<file path="src/rtl/memio_uart_tx.sv">
// ----------------------------------------------------------------------------
// memio_uart_tx
//   Memory-mapped 8N1 UART transmitter on a valid/ready memory bus.
//   Register window (16 bytes at BASE_ADDR, word offset = mem_addr[3:2]):
//     0 TXDATA  (W)  write with mem_wstrb[0]=1 enqueues mem_wdata[7:0]
//     1 STATUS  (R)  bit0 busy, bit1 full, bit2 empty
//     2 DIVISOR (RW) bits[15:0], clk cycles per bit (0 acts as 1)
//     3 reserved     acknowledged, no effect, reads 0
//
//   Optional feature: define MEMIO_UART_TX_FIFO_EN for a 4-entry TX FIFO;
//   otherwise a single holding register buffers one byte.
//
// Ports:
//   clk        clock, all state on the rising edge
//   nrst       asynchronous active-low reset
//   mem_valid  request valid          mem_ready  one-cycle acknowledge
//   mem_addr   byte address           mem_wdata  write data
//   mem_wstrb  byte strobes (0=read)  mem_rdata  read data (0 unless ready)
//   uart_tx    serial line, idle high
// ----------------------------------------------------------------------------
module memio_uart_tx #(
    parameter logic [31:0] BASE_ADDR   = 32'h0200_0000,
    parameter logic [15:0] DEFAULT_DIV = 16'd104
) (
    input  logic        clk,
    input  logic        nrst,
    input  logic        mem_valid,
    output logic        mem_ready,
    input  logic [31:0] mem_addr,
    input  logic [31:0] mem_wdata,
    input  logic [3:0]  mem_wstrb,
    output logic [31:0] mem_rdata,
    output logic        uart_tx
);

    typedef enum logic [1:0] {
        ST_IDLE  = 2'd0,
        ST_START = 2'd1,
        ST_DATA  = 2'd2,
        ST_STOP  = 2'd3
    } tx_state_e;

    // Bus-side registers
    logic        ready_q, ready_d;
    logic [31:0] rdata_q, rdata_d;
    logic [15:0] div_q, div_d;

    // Transmitter registers
    tx_state_e   state_q;
    logic [7:0]  shift_q;
    logic [2:0]  bit_idx_q;
    logic [15:0] baud_cnt_q;
    logic [15:0] bit_div_q;
    logic        uart_tx_q;

    // Decode / handshake signals
    logic        sel_s;
    logic [1:0]  off_s;
    logic        is_read_s;
    logic        txwr_s;
    logic        stall_s;
    logic        accept_s;
    logic        enq_s;
    logic        deq_s;
    logic        bit_end_s;
    logic        busy_s;
    logic [31:0] status_s;

    // Queue view shared by both buffer variants
    logic        q_full_s;
    logic        q_empty_s;
    logic [7:0]  q_head_s;

    logic        unused_s;
    assign unused_s = ^{mem_addr[1:0], mem_wdata[31:16]};

    // Request decode; the acknowledge cycle itself never starts a transaction.
    // A TXDATA write into a full queue stalls unless the transmitter frees an
    // entry in the same cycle.
    always_comb begin
        sel_s     = mem_valid && (mem_addr[31:4] == BASE_ADDR[31:4]) && !ready_q;
        off_s     = mem_addr[3:2];
        is_read_s = (mem_wstrb == 4'b0000);
        txwr_s    = sel_s && (off_s == 2'd0) && mem_wstrb[0];
        stall_s   = txwr_s && q_full_s && !deq_s;
        accept_s  = sel_s && !stall_s;
        enq_s     = accept_s && txwr_s;
    end

    // Transmitter timing: a bit ends when the per-frame divisor count expires.
    // The queue head is taken from IDLE, or at the end of STOP for back-to-back.
    always_comb begin
        bit_end_s = (state_q != ST_IDLE) && (baud_cnt_q == (bit_div_q - 16'd1));
        if (q_empty_s) begin
            deq_s = 1'b0;
        end else begin
            deq_s = (state_q == ST_IDLE) || ((state_q == ST_STOP) && bit_end_s);
        end
        busy_s   = (state_q != ST_IDLE) || !q_empty_s;
        status_s = {29'd0, q_empty_s, q_full_s, busy_s};
    end

    // Register file: read mux, DIVISOR byte-lane writes, acknowledge pulse
    always_comb begin
        ready_d = accept_s;
        rdata_d = 32'd0;
        div_d   = div_q;
        if (accept_s) begin
            if (is_read_s) begin
                case (off_s)
                    2'd1:    rdata_d = status_s;
                    2'd2:    rdata_d = {16'd0, div_q};
                    default: rdata_d = 32'd0;
                endcase
            end else if (off_s == 2'd2) begin
                if (mem_wstrb[0]) begin
                    div_d[7:0] = mem_wdata[7:0];
                end else begin
                    div_d[7:0] = div_q[7:0];
                end
                if (mem_wstrb[1]) begin
                    div_d[15:8] = mem_wdata[15:8];
                end else begin
                    div_d[15:8] = div_q[15:8];
                end
            end else begin
                div_d = div_q;
            end
        end else begin
            rdata_d = 32'd0;
        end
    end

    // Bus-side state
    always_ff @(posedge clk or negedge nrst) begin
        if (!nrst) begin
            ready_q <= 1'b0;
            rdata_q <= 32'd0;
            div_q   <= DEFAULT_DIV;
        end else begin
            ready_q <= ready_d;
            rdata_q <= rdata_d;
            div_q   <= div_d;
        end
    end

`ifdef MEMIO_UART_TX_FIFO_EN
    logic [7:0] fifo_q [4];
    logic [1:0] wr_ptr_q, wr_ptr_d;
    logic [1:0] rd_ptr_q, rd_ptr_d;
    logic [2:0] count_q, count_d;

    assign q_full_s  = (count_q == 3'd4);
    assign q_empty_s = (count_q == 3'd0);
    assign q_head_s  = fifo_q[rd_ptr_q];

    // Circular pointers wrap naturally at 2 bits; count tracks occupancy
    always_comb begin
        wr_ptr_d = enq_s ? (wr_ptr_q + 2'd1) : wr_ptr_q;
        rd_ptr_d = deq_s ? (rd_ptr_q + 2'd1) : rd_ptr_q;
        case ({enq_s, deq_s})
            2'b10:   count_d = count_q + 3'd1;
            2'b01:   count_d = count_q - 3'd1;
            default: count_d = count_q;
        endcase
    end

    // FIFO storage and pointers
    always_ff @(posedge clk or negedge nrst) begin
        if (!nrst) begin
            wr_ptr_q  <= 2'd0;
            rd_ptr_q  <= 2'd0;
            count_q   <= 3'd0;
            fifo_q[0] <= 8'd0;
            fifo_q[1] <= 8'd0;
            fifo_q[2] <= 8'd0;
            fifo_q[3] <= 8'd0;
        end else begin
            wr_ptr_q <= wr_ptr_d;
            rd_ptr_q <= rd_ptr_d;
            count_q  <= count_d;
            if (enq_s) begin
                fifo_q[wr_ptr_q] <= mem_wdata[7:0];
            end
        end
    end
`else
    logic       hold_valid_q, hold_valid_d;
    logic [7:0] hold_data_q, hold_data_d;

    assign q_full_s  = hold_valid_q;
    assign q_empty_s = !hold_valid_q;
    assign q_head_s  = hold_data_q;

    // An enqueue coinciding with a dequeue keeps the register occupied
    always_comb begin
        if (enq_s) begin
            hold_valid_d = 1'b1;
            hold_data_d  = mem_wdata[7:0];
        end else if (deq_s) begin
            hold_valid_d = 1'b0;
            hold_data_d  = hold_data_q;
        end else begin
            hold_valid_d = hold_valid_q;
            hold_data_d  = hold_data_q;
        end
    end

    // Holding register
    always_ff @(posedge clk or negedge nrst) begin
        if (!nrst) begin
            hold_valid_q <= 1'b0;
            hold_data_q  <= 8'd0;
        end else begin
            hold_valid_q <= hold_valid_d;
            hold_data_q  <= hold_data_d;
        end
    end
`endif

    // Transmit FSM with registered serial output; the divisor is latched per
    // frame so mid-frame DIVISOR writes only affect the next frame.
    always_ff @(posedge clk or negedge nrst) begin
        if (!nrst) begin
            state_q    <= ST_IDLE;
            shift_q    <= 8'd0;
            bit_idx_q  <= 3'd0;
            baud_cnt_q <= 16'd0;
            bit_div_q  <= 16'd1;
            uart_tx_q  <= 1'b1;
        end else begin
            case (state_q)
                ST_IDLE: begin
                    if (deq_s) begin
                        state_q    <= ST_START;
                        shift_q    <= q_head_s;
                        bit_div_q  <= (div_q == 16'd0) ? 16'd1 : div_q;
                        baud_cnt_q <= 16'd0;
                        uart_tx_q  <= 1'b0;
                    end else begin
                        uart_tx_q  <= 1'b1;
                    end
                end
                ST_START: begin
                    if (bit_end_s) begin
                        state_q    <= ST_DATA;
                        baud_cnt_q <= 16'd0;
                        bit_idx_q  <= 3'd0;
                        uart_tx_q  <= shift_q[0];
                    end else begin
                        baud_cnt_q <= baud_cnt_q + 16'd1;
                    end
                end
                ST_DATA: begin
                    if (bit_end_s) begin
                        baud_cnt_q <= 16'd0;
                        if (bit_idx_q == 3'd7) begin
                            state_q   <= ST_STOP;
                            uart_tx_q <= 1'b1;
                        end else begin
                            bit_idx_q <= bit_idx_q + 3'd1;
                            shift_q   <= {1'b0, shift_q[7:1]};
                            uart_tx_q <= shift_q[1];
                        end
                    end else begin
                        baud_cnt_q <= baud_cnt_q + 16'd1;
                    end
                end
                ST_STOP: begin
                    if (bit_end_s) begin
                        baud_cnt_q <= 16'd0;
                        if (deq_s) begin
                            state_q   <= ST_START;
                            shift_q   <= q_head_s;
                            bit_div_q <= (div_q == 16'd0) ? 16'd1 : div_q;
                            uart_tx_q <= 1'b0;
                        end else begin
                            state_q   <= ST_IDLE;
                            uart_tx_q <= 1'b1;
                        end
                    end else begin
                        baud_cnt_q <= baud_cnt_q + 16'd1;
                    end
                end
                default: begin
                    state_q   <= ST_IDLE;
                    uart_tx_q <= 1'b1;
                end
            endcase
        end
    end

    assign mem_ready = ready_q;
    assign mem_rdata = rdata_q;
    assign uart_tx   = uart_tx_q;

endmodule
</file>
<file path="config.mk">
export PLATFORM = sky130hd
export DESIGN_NAME = memio_uart_tx
export DESIGN_NICKNAME = d
export VERILOG_FILES = /design/src/rtl/memio_uart_tx.sv
export SDC_FILE = /design/constraint.sdc
export NUM_CORES = 1
export LEC_CHECK = 0
export BUFFER_PORTS_ARGS = -buffer_cell sky130_fd_sc_hd__buf_2
export CORE_ASPECT_RATIO = 1.4
export CORE_MARGIN = 2
export CORE_UTILIZATION = 30
export DETAILED_ROUTE_END_ITERATION = 10
export PLACE_DENSITY = 0.49
export SLEW_MARGIN = 10
export SYNTH_ARGS = -nofsm -noshare
export SYNTH_HDL_FRONTEND = slang
export SYNTH_SLANG_ARGS = --single-unit
</file>
<file path="constraint.sdc">
create_clock -name clk -period 4.4 [get_ports clk]
set_input_delay 0.88 -clock clk [delete_from_list [all_inputs] [get_ports clk]]
set_output_delay 0.88 -clock clk [all_outputs]
set_load 0.02 [all_outputs]
</file>
; Word-level counts from Yosys, hierarchy flattened
; Index checks and enable logic that the tools add are counted.
[classes]
n_reduce_logical = 33
addsub = 3
mux = 35
n_eq_ne = 14
n_bitwise = 1
[ops]
columns = cell, n
row1 = $mux W16, 6
row2 = $pmux W16 S2, 3
row3 = $mux W32, 1
row4 = $mux W8, 4
row5 = $eq A28 B22 Y1 const B, 1
row6 = $pmux W8 S3, 1
row7 = $add A16 B1 Y16 const B, 1
row8 = $eq A16 B16 Y1, 1
row9 = $logic_not A16 Y1, 1
row10 = $reduce_and A4 Y1, 4
row11 = $sub A16 B1 Y16 const B, 1
row12 = $ne A2 B2 Y1 const B, 6
row13 = $logic_and A1 B1 Y1, 10
row14 = $mux W2, 5
row15 = $mux W1, 9
row16 = $mux W3, 3
row17 = $pmux W2 S4, 1
row18 = $reduce_bool A2 Y1, 4
row19 = $eq A2 B2 Y1 const B, 3
row20 = $pmux W3 S2, 1
row21 = $reduce_and A5 Y1, 1
row22 = $eq A2 B1 Y1 const B, 2
row23 = $logic_not A1 Y1, 4
row24 = $logic_not A2 Y1, 2
row25 = 10 further kinds, 11
[totals]
output_inout_bits = 34
regBits = 104
inputBits = 71
elab_cells = 98

; Longest topological paths before layout
[logic_depth]
ltp_word = 12
depth_mapped = 13
mapped_depth_nobuf = 11

; Worst setup path before layout
; No wires, ideal clock.
[synth_path]
path_type = reg-to-reg
from = register bit_div_q[1]
to = register div_q[0]
setup_slack_ns = 1.015
period_less_slack_ns = 3.385
stages_incl_launch_ff = 13
arrival_ns = 3.260
n_path_buf = 1
setup_ns = 0.125
t_required_ns = 4.275
path_cell_list = dfrtp_1 -> inv_1 -> ha_1 -> or4b_1 -> buf_2 -> or3_1 -> a2111o_1 -> a221oi_4 -> and4bb_1 -> nand3_2 -> a21boi_4 -> nand3_4 -> mux2_4
[synth_between]
elab_chain_cells = 11
[synth_lines]
columns = element, line_no
row1 = start: declaration, 53  ; logic [15:0] bit_div_q;
row2 = start signal: assignment, 237  ; bit_div_q <= (div_q == 16'd0) ? 16'd1 : div_q;
row3 = start signal: assignment, 275  ; bit_div_q <= (div_q == 16'd0) ? 16'd1 : div_q;
row4 = $sub A16 B1 Y16, 93  ; bit_end_s = (state_q != ST_IDLE) && (baud_cnt_q == (bit_div_q - 16'd1));
row5 = $eq A16 B16 Y1, 93
row6 = $logic_and A1 B1 Y1, 93
row7 = $logic_and A1 B1 Y1, 97  ; deq_s = (state_q == ST_IDLE) || ((state_q == ST_STOP) && bit_end_s);
row8 = $logic_or A1 B1 Y1, 97
row9 = $mux W1, 94  ; if (q_empty_s) begin
row10 = $logic_not A1 Y1, 85  ; stall_s = txwr_s && q_full_s && !deq_s;
row11 = $logic_and A1 B1 Y1, 85
row12 = $logic_not A1 Y1, 86  ; accept_s = sel_s && !stall_s;
row13 = $logic_and A1 B1 Y1, 86
row14 = $reduce_and A4 Y1 (no source line), --
row15 = end signal: assignment, 143  ; div_q <= div_d;
row16 = end: declaration, 46  ; logic [15:0] div_q, div_d;
; Every way passes these cells.
; A chain may end at the register's enable or synchronous reset.

; Worst setup path in the final report
[layout_path]
from = register bit_div_q[5]
to = register shift_q[2]
[layout_between]
elab_chain_cells = 9
elab_cells_between_ends = 12
classes_between = 1 x add/sub / 3 x eq/ne / 4 x mux / 4 x reduce/logical
[layout_lines]
columns = element, line_no
row1 = $sub A16 B1 Y16 (*), 93
row2 = $eq A16 B16 Y1 (*), 93
row3 = $logic_and A1 B1 Y1 (*), 93
row4 = $logic_and A1 B1 Y1, 97
row5 = $logic_or A1 B1 Y1, 97
row6 = $mux W1, 94
row7 = $mux W8 (2 in a row), --
row8 = $pmux W8 S3, --
row9 = end signal: assignment, 236  ; shift_q <= q_head_s;
row10 = end signal: assignment, 262  ; shift_q <= {1'b0, shift_q[7:1]};
row11 = end signal: assignment, 274  ; shift_q <= q_head_s;
row12 = end: declaration, 50  ; logic [7:0] shift_q;
; Every way passes the cells marked *; elsewhere a longest branch is shown, timed or not. The select of a mux whose other input is x is not followed.

==> out/metrics.yaml <==
cts_tree: "built"
multiInputGateArea_mm2: 0.00251
hold_violations: 0
routed_via_density: 5.06
setup_tns_ps: 0
leakage_nw: 2.74
timing.final.crit_share: 0.889
nFillCells: 1619
synth_area_mm2: 0.00495
drive_above_1_share: 0.304
fmax_ghz: 0.256
path_max_fanout: 25
path_cells: "or4_1 -> nor4_1 -> nor4b_1 -> a211oi_1 -> nand2b_1 -> nor4_4 -> o21ai_2 -> o21ai_2 -> o221a_2"
drv_slew: 0
numCtsBuffers: 9
grt.overflow.total: 0
critical_path_required_ps: 4630
postCtsResizedCells: 0
cp.buffers_inverters: 0
slew_headroom: 0.259
cp-start-kind: "register"
synth.yosys.warnings: 0
outcome: "finished, final reports clean"
finClkSkew_ps: 8.61
worst_pin_slew_ps: 1110
final_cell_area_mm2: 0.00576
synth.distinct_cells: 66
portBuffers: 70
fin_nets: 601
report.final.setup_viol: 0
async_flop_share: 1.00
min-delay-path-class: "register to register"
dieArea_mm2: 0.0176
first_pass_iters: 4
routed_wirelength_um: 11600
core-area_mm2: 0.0162
hold_buffers: 0
synth.avg_cell_area_um2: 10.9
placed_area_mm2: 0.00544
regArea_mm2: 0.00221
cap_violations: 0
drtIter0Drc: 132
drc: 0
gp_congestion: 0.728
crit_path_frequent_cell: "o21ai_2"
dieWidth_um: 113
rsz0062_at_grt: "no"
critPathMaxStageDelay_ps: 860
cts.sinks: 88
antenna_found_initial: 0
initial_core_util: 0.306
powerDensity_mw_per_mm2: 312
peakVddDrop_uv: 223
ys.flop_type: "dfrtp_1"
place_hpwl_um: 8540
grt_use_total: 0.136
drtAntennaViolNets: 0
rows: 55
grt_pass1_wl_um: 19100
grt_start_max_net_pins: 62
first_global_vias: 3672
placed_cells: 706
clk_latency_ps: 340
synth_seq_area_share: 0.446
instances_no_fill: 722
root_buffer: "clkbuf_16"
ys_ff_latch: 88
cp_data_arrival_time_ps: 4140
power_mw: 1.80
postSynthCellCount: 453
vias: 3651
synth_edf_count: 0
crit_family: "simple AND/OR/NAND/NOR gates"
htreeDepth: 3
num_io_pins: 105
synthToLayoutAreaGrowth_pct: 16.4
cp-end-kind: "register"
crit_type: "register to register"
clk_pin_slew_ps: 60
fp.dieH_um: 156
post-cts-setup-buffers: 0
cts_buffer_depth: 2
wl_per_cell_um: 16.0
cpMaxStageDelayCell: "o21ai_2"
diodes: 0
fin_crit_ps: 3910
whs_ps: 488
cell families (layout without fill, tap and decap cells):
| kind of cell | count (synthesis) | in the layout | share of synthesized area |
|---|---|---|---|
| compound gates | 79 | 79 | 0.118 |
| flops | 88 | 88 | 0.446 |
| simple gates | 149 | 149 | 0.193 |
| other cells | 1 | 16 | 0.000757 |
| fa+ha+maj | 12 | 12 | 0.0303 |
| buf+inv | 56 | 111 | 0.0579 |
| xor+xnor | 22 | 22 | 0.0389 |
| mux | 46 | 46 | 0.116 |
cell type report:
cell class                 count  area share
tap                          199      0.0432
clock buffer                  10      0.0397
inverter                      19      0.0124
clock inverter                 6      0.0161
timing repair buffer          76      0.0691
sequential                    88       0.383
multi-input combinational    324       0.436
state kept, by name, summed over array words and instances, names as in the netlist:
name,count
div_q,16
state_q,2
bit_idx_q,3
bit_div_q,16
hold_data_q,8
mem_ready,1
uart_tx,1
mem_rdata,16
shift_q,8
hold_valid_q,1
baud_cnt_q,16
cell usage in the layout (no fill, tap or decap), drive strengths merged, types with 4 or more instances in the layout:
cell type | synthesis | layout
mux2 | 43 | 43
nor3 | 8 | 8
clkbuf | 13 | 10
o221a | 5 | 5
o31ai | 6 | 6
or3 | 10 | 10
and3 | 11 | 11
conb | 1 | 16
nand3 | 9 | 9
nand2 | 19 | 19
inv | 19 | 21
a211oi | 4 | 4
ha | 12 | 12
dfrtp | 83 | 83
xor2 | 4 | 4
xnor2 | 18 | 18
o21ai | 36 | 36
nand2b | 10 | 10
buf | 24 | 76
dfstp | 5 | 5
nand3b | 4 | 4
and4 | 13 | 13
nor4 | 15 | 15
nor2 | 28 | 28
report_power, final:
group	switching (mW)	internal (mW)
registers	0.00829	0.817
clock network	0.338	0.502
logic	0.0789	0.0510
cell usage after synthesis (3+ instances only):
| cell type | n | share of area |
|---|---|---|
| o21ai_0 | 33 | 0.033 |
| o211ai_1 | 3 | 0.0045 |
| a211oi_1 | 4 | 0.0061 |
| dfrtp_1 | 83 | 0.42 |
| xnor2_1 | 18 | 0.032 |
| nor4_1 | 13 | 0.016 |
| or4_1 | 3 | 0.0045 |
| dfstp_2 | 5 | 0.027 |
| a22o_1 | 3 | 0.0053 |
| a41oi_1 | 3 | 0.0053 |
| and4_1 | 13 | 0.023 |
| or3_1 | 10 | 0.013 |
| mux2i_1 | 3 | 0.0061 |
| mux2_4 | 16 | 0.049 |
| o31ai_1 | 6 | 0.0091 |
| clkbuf_1 | 13 | 0.0099 |
| xor2_1 | 4 | 0.0071 |
| nand2b_1 | 10 | 0.013 |
| nand2_1 | 19 | 0.014 |
| nand4_1 | 3 | 0.0038 |
| nand3_1 | 6 | 0.0061 |
| mux2_2 | 27 | 0.061 |
| and3_1 | 11 | 0.014 |
| buf_4 | 16 | 0.024 |
| o21ai_2 | 3 | 0.0053 |
| o221a_2 | 5 | 0.011 |
| nor3_1 | 7 | 0.0071 |
| inv_1 | 19 | 0.014 |
| nor4b_1 | 3 | 0.0053 |
| buf_2 | 7 | 0.0071 |
| ha_1 | 12 | 0.030 |
| nor2_1 | 28 | 0.021 |
| nand3b_1 | 4 | 0.0061 |
metrics by stage:
step,setup WS [ps],utilization
3_5_place_dp,504,0.336
6_report,490,0.356
3_3_place_gp,641,0.336
2_1_floorplan,1010,-
4_1_cts,495,0.356
5_1_grt,219,0.356
worst paths after layout:
| check | startpoint | to | slack [ps] | cells after the start |
|---|---|---|---|---|
| worst min register to register | uart_tx | uart_tx | 490 | 2 |
| worst max-delay path | bit_div_q[5] | shift_q[2] | 490 | 9 |
| worst min-delay path | uart_tx | uart_tx | 490 | 2 |
| worst max register to register | bit_div_q[5] | shift_q[2] | 490 | 9 |
| max in group asynchronous | nrst | baud_cnt_q[12] | 2910 | 2 |
| min in group asynchronous | nrst | hold_data_q[3] | 610 | 1 |
worst min-delay path, stage by stage (launching register included):
cell and delay, ps:
dfstp_2 370, nand2_1 40, o21ai_0 70
metal layers:
layer	up-vias	routed length, um	global-route usage	share of wire
met5	-	0	0	0
met4	0	154	0.0523	0.013
met3	9	407	0.0159	0.035
met2	92	6220	0.250	0.54
met1	1797	4780	0.161	0.41
li1	1753	-	-	-
(Power assumes the default switching activity.)
